===== config.mk =====
export PLATFORM = sky130hd
export DESIGN_NAME = pipe_ctrl_flat
export DESIGN_NICKNAME = d
export VERILOG_FILES = /design/src/rtl/pipe_ctrl_if.sv /design/src/rtl/pipe_ctrl.sv /design/src/flat_wrapper.sv
export SDC_FILE = /design/constraint.sdc
export NUM_CORES = 1
export LEC_CHECK = 0
export ABC_AREA = 1
export CAP_MARGIN = 20
export CORE_ASPECT_RATIO = 1.2
export CORE_MARGIN = 2
export CORE_UTILIZATION = 46
export DETAILED_ROUTE_END_ITERATION = 8
export GPL_TIMING_DRIVEN = 0
export PLACE_DENSITY = 0.81
export SETUP_SLACK_MARGIN = 0.5
export SYNTH_ARGS = -nofsm -noshare
export SYNTH_HDL_FRONTEND = slang
export SYNTH_SLANG_ARGS = --single-unit

===== constraint.sdc =====
create_clock -name clock -period 1.9 [get_ports clock]
set_input_delay 0.285 -clock clock [delete_from_list [all_inputs] [get_ports clock]]
set_output_delay 0.285 -clock clock [all_outputs]
set_load 0.01 [all_outputs]

===== src/rtl/pipe_ctrl_if.sv =====
// pipe_ctrl_if: hazard inputs and stage stall/flush controls for pipe_ctrl
//   hazard inputs : ld_stall, mul_start, branch_taken, ext_hold
//   stall outputs : if_stall, if_id_stall, id_ex_stall, ex_mem_stall, mem_wb_stall
//   flush outputs : if_id_flush, id_ex_flush
//   status        : mul_busy, state[1:0], stall_count[31:0]
interface pipe_ctrl_if;
   logic        ld_stall;
   logic        mul_start;
   logic        branch_taken;
   logic        ext_hold;
   logic        if_stall;
   logic        if_id_stall;
   logic        id_ex_stall;
   logic        ex_mem_stall;
   logic        mem_wb_stall;
   logic        if_id_flush;
   logic        id_ex_flush;
   logic        mul_busy;
   logic [1:0]  state;
   logic [31:0] stall_count;
   modport master (
      output ld_stall, mul_start, branch_taken, ext_hold,
      input  if_stall, if_id_stall, id_ex_stall, ex_mem_stall, mem_wb_stall,
      input  if_id_flush, id_ex_flush, mul_busy, state, stall_count
   );
   modport slave (
      input  ld_stall, mul_start, branch_taken, ext_hold,
      output if_stall, if_id_stall, id_ex_stall, ex_mem_stall, mem_wb_stall,
      output if_id_flush, id_ex_flush, mul_busy, state, stall_count
   );
endinterface


===== src/rtl/pipe_ctrl.sv =====
// pipe_ctrl: 5-stage pipeline hazard controller (multiply hold, branch flush, load-use stall, external freeze)
//   clock, reset : rising-edge clock, synchronous active-high reset
//   p (slave)    : hazard inputs in, per-stage stall/flush, mul_busy, state, stall_count out
module pipe_ctrl #(
   parameter int MUL_LATENCY = 5
) (
   input logic      clock,
   input logic      reset,
   pipe_ctrl_if.slave p
);
   typedef enum logic [1:0] {RUN = 2'b00, MUL_WAIT = 2'b01, FLUSH = 2'b10} state_t;
   state_t      st, st_nx;
   logic [3:0]  mul_cnt, cnt_nx;
   logic [31:0] stall_cnt;
   always_ff @(posedge clock) begin
      if (reset) begin
         st        <= RUN;
         mul_cnt   <= '0;
         stall_cnt <= '0;
      end else begin
         st        <= st_nx;
         mul_cnt   <= cnt_nx;
         stall_cnt <= stall_cnt + 32'(p.if_stall);
      end
   end
   // The start cycle plus MUL_WAIT cycles for counts L-3..0 gives L-1 stalled cycles.
   always_comb begin
      st_nx          = st;
      cnt_nx         = mul_cnt;
      p.if_stall     = 1'b0;
      p.if_id_stall  = 1'b0;
      p.id_ex_stall  = 1'b0;
      p.ex_mem_stall = 1'b0;
      p.mem_wb_stall = 1'b0;
      p.if_id_flush  = 1'b0;
      p.id_ex_flush  = 1'b0;
      if (reset) begin
         st_nx  = RUN;
         cnt_nx = '0;
      end else if (p.ext_hold) begin
         p.if_stall     = 1'b1;
         p.if_id_stall  = 1'b1;
         p.id_ex_stall  = 1'b1;
         p.ex_mem_stall = 1'b1;
         p.mem_wb_stall = 1'b1;
      end else begin
         case (st)
            RUN: begin
               if (p.mul_start) begin
                  p.if_stall    = 1'b1;
                  p.if_id_stall = 1'b1;
                  p.id_ex_stall = 1'b1;
                  st_nx         = MUL_WAIT;
                  cnt_nx        = 4'(MUL_LATENCY - 3);
               end else if (p.branch_taken) begin
                  p.if_id_flush = 1'b1;
                  p.id_ex_flush = 1'b1;
                  st_nx         = FLUSH;
               end else if (p.ld_stall) begin
                  p.if_stall    = 1'b1;
                  p.if_id_stall = 1'b1;
                  p.id_ex_flush = 1'b1;
               end
            end
            MUL_WAIT: begin
               p.if_stall    = 1'b1;
               p.if_id_stall = 1'b1;
               p.id_ex_stall = 1'b1;
               st_nx         = (mul_cnt == 4'd0) ? RUN : MUL_WAIT;
               cnt_nx        = (mul_cnt == 4'd0) ? mul_cnt : mul_cnt - 4'd1;
            end
            FLUSH: begin
               p.if_id_flush = 1'b1;
               st_nx         = RUN;
            end
            default: st_nx = RUN;
         endcase
      end
   end
   // Busy stays high through an external freeze while the multiply still owns EX.
   assign p.mul_busy    = !reset && (st == MUL_WAIT || (st == RUN && p.mul_start && !p.ext_hold));
   assign p.state       = st;
   assign p.stall_count = stall_cnt;
endmodule


===== src/flat_wrapper.sv =====
// flat-port wrapper written by rule: the top's interface ports become plain ports
module pipe_ctrl_flat 
#(
   parameter int MUL_LATENCY = 5
)
  (clock, reset, p_ld_stall, p_mul_start, p_branch_taken, p_ext_hold, p_if_stall, p_if_id_stall, p_id_ex_stall, p_ex_mem_stall, p_mem_wb_stall, p_if_id_flush, p_id_ex_flush, p_mul_busy, p_state, p_stall_count);
  pipe_ctrl_if p_i ();
  input logic clock;
  input logic reset;
  input wire logic [$bits(p_i.ld_stall)-1:0] p_ld_stall;
  input wire logic [$bits(p_i.mul_start)-1:0] p_mul_start;
  input wire logic [$bits(p_i.branch_taken)-1:0] p_branch_taken;
  input wire logic [$bits(p_i.ext_hold)-1:0] p_ext_hold;
  output wire logic [$bits(p_i.if_stall)-1:0] p_if_stall;
  output wire logic [$bits(p_i.if_id_stall)-1:0] p_if_id_stall;
  output wire logic [$bits(p_i.id_ex_stall)-1:0] p_id_ex_stall;
  output wire logic [$bits(p_i.ex_mem_stall)-1:0] p_ex_mem_stall;
  output wire logic [$bits(p_i.mem_wb_stall)-1:0] p_mem_wb_stall;
  output wire logic [$bits(p_i.if_id_flush)-1:0] p_if_id_flush;
  output wire logic [$bits(p_i.id_ex_flush)-1:0] p_id_ex_flush;
  output wire logic [$bits(p_i.mul_busy)-1:0] p_mul_busy;
  output wire logic [$bits(p_i.state)-1:0] p_state;
  output wire logic [$bits(p_i.stall_count)-1:0] p_stall_count;
  assign p_i.ld_stall = p_ld_stall;
  assign p_i.mul_start = p_mul_start;
  assign p_i.branch_taken = p_branch_taken;
  assign p_i.ext_hold = p_ext_hold;
  assign p_if_stall = p_i.if_stall;
  assign p_if_id_stall = p_i.if_id_stall;
  assign p_id_ex_stall = p_i.id_ex_stall;
  assign p_ex_mem_stall = p_i.ex_mem_stall;
  assign p_mem_wb_stall = p_i.mem_wb_stall;
  assign p_if_id_flush = p_i.if_id_flush;
  assign p_id_ex_flush = p_i.id_ex_flush;
  assign p_mul_busy = p_i.mul_busy;
  assign p_state = p_i.state;
  assign p_stall_count = p_i.stall_count;
  pipe_ctrl #(.MUL_LATENCY(MUL_LATENCY)) u_core (.clock(clock), .reset(reset), .p(p_i));
endmodule

==> flow_summary.yaml <==
logic_synthesis:
  synth_top_area_cell: "dfxtp_1"
  syn_area_per_cell_um2: 6.53
  yosysSeqAreaShare_pct: 34.4
  yosys_warnings: 0
  syn-num-nets: 349
  synth-edff-count: 0
  synth-async-reset-ratio_pct: 0
  synth_top_cell_area_share_pct: 34.4
  synth_common_cells: "nand2_1 (93), nor2_1 (63), inv_1 (39)"
  synth.area.top_cells: "dfxtp_1 (34%), nand2_1 (16%), nor2_1 (11%)"
  syn_inst: 339
  synth_flop_cell: "dfxtp_1"
  synth_area_um2: 2210
  synth_cell_type_count: 27
  post-synth-top-count-cell: "nand2_1"
  synth-seq-cells: 38
routing:
  m1WireLength_um: 2990
  maxUsedRoutingLayer: "met4"
  route.met3.wl_um: 378
  drt_wl_total_um: 7480
  postRouteAntennaNets: 0
  drt_pass1_iterations: 5
  routed-wl-met2_um: 3830
  wire_per_inst_um: 15.2
  vias: 2656
  drtIter0Drc: 159
  viasPerCell: 5.41
  drc_errors: 0
setup_path:
  cp-end-kind: "register"
  start_kind: "register"
  cp.arrival_ps: 2380
  worstRegToRegCells: 13
  crit_start: "u_core.p.state[0]$_SDFFE_PP0P_"
  cp.required_ps: 2070
  reg2reg_slack_ps: -310
  rr_startpoint: "u_core.p.state[0]$_SDFFE_PP0P_"
  crit_type: "register to register"
  crit_path_max_fanout: 4
  r2r_end: "u_core.p.stall_count[24]$_SDFF_PP0_"
placed_design:
  port_buffers: 47
  dp.final_hpwl_um: 4280
  gp_routability_congestion: 0.918
  pre_cts_ws_ps: -1020
cts:
  cts.sink_count: 38
  clock_path_buffers: 2
  clock-root-buffer: "clkbuf_8"
  worstSkewPairLatency_ps: 300
  cts_buffers: 5
  cts_tree: "done"
  clk_pin_slew_ps: 80
  htreeDepth: 2
  cts-hold-fix-buffers: 0
timing:
  setup_viol: 30
  finalCriticalPeriod_ps: 2210
  hold_violations: 0
  skew_ps: 4.75
  tns_ps: -5300
  finalMaxSlewViolations: 0
  rsz0062_at_grt: "yes"
  fmaxAchievable_ghz: 0.452
  tightest_slew_ps: 631
  post-route-period-util_pct: 116
  fin_ws_ps: -312
  slew_headroom_pct: 57.9
hold_path:
  holdPathStages: 3
  hold_class: "input pin to register"
  hold_start: "reset"
  min_to: "u_core.p.stall_count[4]$_SDFF_PP0_"
global_routing:
  grt_overflow_total: 0
  grt_start_max_net_pins: 12
  grt_pass1_wl_um: 11500
  grt_pass1_vias: 2576
  grt_util_all_layers_pct: 28.0
  antenna_found_initial: 0
die:
  core.rowCount: 27
  chipHeight_um: 80.0
  die_area_um2: 5380
  start_util_pct: 48.1
  core_um2: 4590
  dieWidth_um: 67.3
  boundaryPins: 48
cells_and_area:
  fin_util_pct: 75.0
  fin_nets: 442
  layout-area-overhead-vs-synth_pct: 55.7
  num-fill-cells: 337
  drive_gt1_share_pct: 37.2
  antenna_cells: 0
power_and_ir_drop:
  powerDensity_nw_per_um2: 502
  peakVddDrop_mv: 0.486
  total_power_w: 0.00173
  power.leakage_nw: 1.55
run_status:
  violations: "negative setup slack"
  status: "complete, but fails checks"
job:
  drv_cap: 0
==> cell usage in the layout, fill, tap and decap left out, types with 3 or more instances in the layout <==
master,instances
a21oi_1,17
a21oi_2,7
buf_2,5
buf_4,24
buf_6,19
clkbuf_1,3
clkbuf_8,8
dfxtp_1,14
dfxtp_2,20
dfxtp_4,4
dlygate4sd2_1,35
inv_1,31
inv_2,8
nand2_1,87
nand2_2,10
nand2_4,5
nand3_1,10
nand3_2,12
nor2_1,57
nor2_2,4
nor2_4,15
o21ai_0,4
o21ai_2,7
xnor2_2,3
==> report_power, final <==
| part | total [W] | switching (W) | internal [W] |
|---|---|---|---|
| logic | 0.000298 | 0.000150 | 0.000148 |
| clock network | 0.000597 | 0.000304 | 0.000293 |
| registers | 0.000832 | 0.0000185 | 0.000814 |
| total | 0.00173 | 0.000473 | 0.00126 |
==> stage by stage <==
stage          std cells  area [µm²]  hold WS, ps
2_1_floorplan        339        2260          440
3_3_place_gp         444        2800          454
3_5_place_dp         444        2800          473
4_1_cts              480        3240          303
5_1_grt              491        3440          340
6_report             491        3440          322
==> per-layer routing <==
metal	track usage, %	up-vias
li1	-	1257
met1	32.3	1243
met2	47.5	124
met3	5.22	32
met4	15.7	0
met5	0	-
==> flip-flops by register name, summed over array words and instances, names as in the netlist <==
register              flops
u_core.mul_cnt            4
u_core.p.state            2
u_core.p.stall_count     32
==> critical path: stages (launching register included) <==
cell and delay [ps]:
dfxtp_4 370, inv_2 40, a21oi_2 140, inv_1 70, o211ai_1 260, ha_2 280
ha_4 200, nand3_4 100, nor2_4 210, nand2_4 90, nor2_4 130, nand3_2 70
nand2_1 80, nor2_1 40
==> kinds of logic (layout without fill, tap and decap cells) <==
kind of cell,after synthesis,after routing,share of synthesized area [%]
flip-flops,38,38,34.4
buffers and inverters,45,139,7.97
adder cells (fa/ha/maj),4,4,2.26
AND/OR/NAND/NOR,207,207,43.7
XOR/XNOR,4,4,1.58
AO/OA/AOI/OAI,41,41,10.1
==> worst max-delay path by stage <==
| stage | endpoint | slack [ps] |
|---|---|---|
| final | u_core.p.stall_count[24]$_SDFF_PP0_ | -310 |
| after global routing | u_core.p.stall_count[24]$_SDFF_PP0_ | -440 |
| after CTS | u_core.p.stall_count[18]$_SDFF_PP0_ | -150 |
| after detailed placement | u_core.p.stall_count[24]$_SDFF_PP0_ | -1020 |
| after global placement | u_core.p.stall_count[24]$_SDFF_PP0_ | -1010 |
| after floorplan | u_core.p.stall_count[24]$_SDFF_PP0_ | -220 |
==> what timing repair did <==
item / 4_1_cts / 5_1_grt
setup buffers: 28 / 11
setup endpoints to repair: 74 / 44
gates resized for setup: 141 / 36
pin swaps: 26 / 22
==> area by class of cell <==
class                      instances  area, µm²  share of cell area [%]
tap                               58       72.6                    2.11
clock buffer                       7       86.3                    2.51
buffer                             6       53.8                    1.56
timing repair buffer              86        757                    22.0
sequential                        38        801                    23.2
inverter                          39        146                    4.25
clock inverter                     1       5.00                   0.145
multi-input combinational        256       1520                    44.2
No activity file was read; power rests on OpenSTA's default activity.
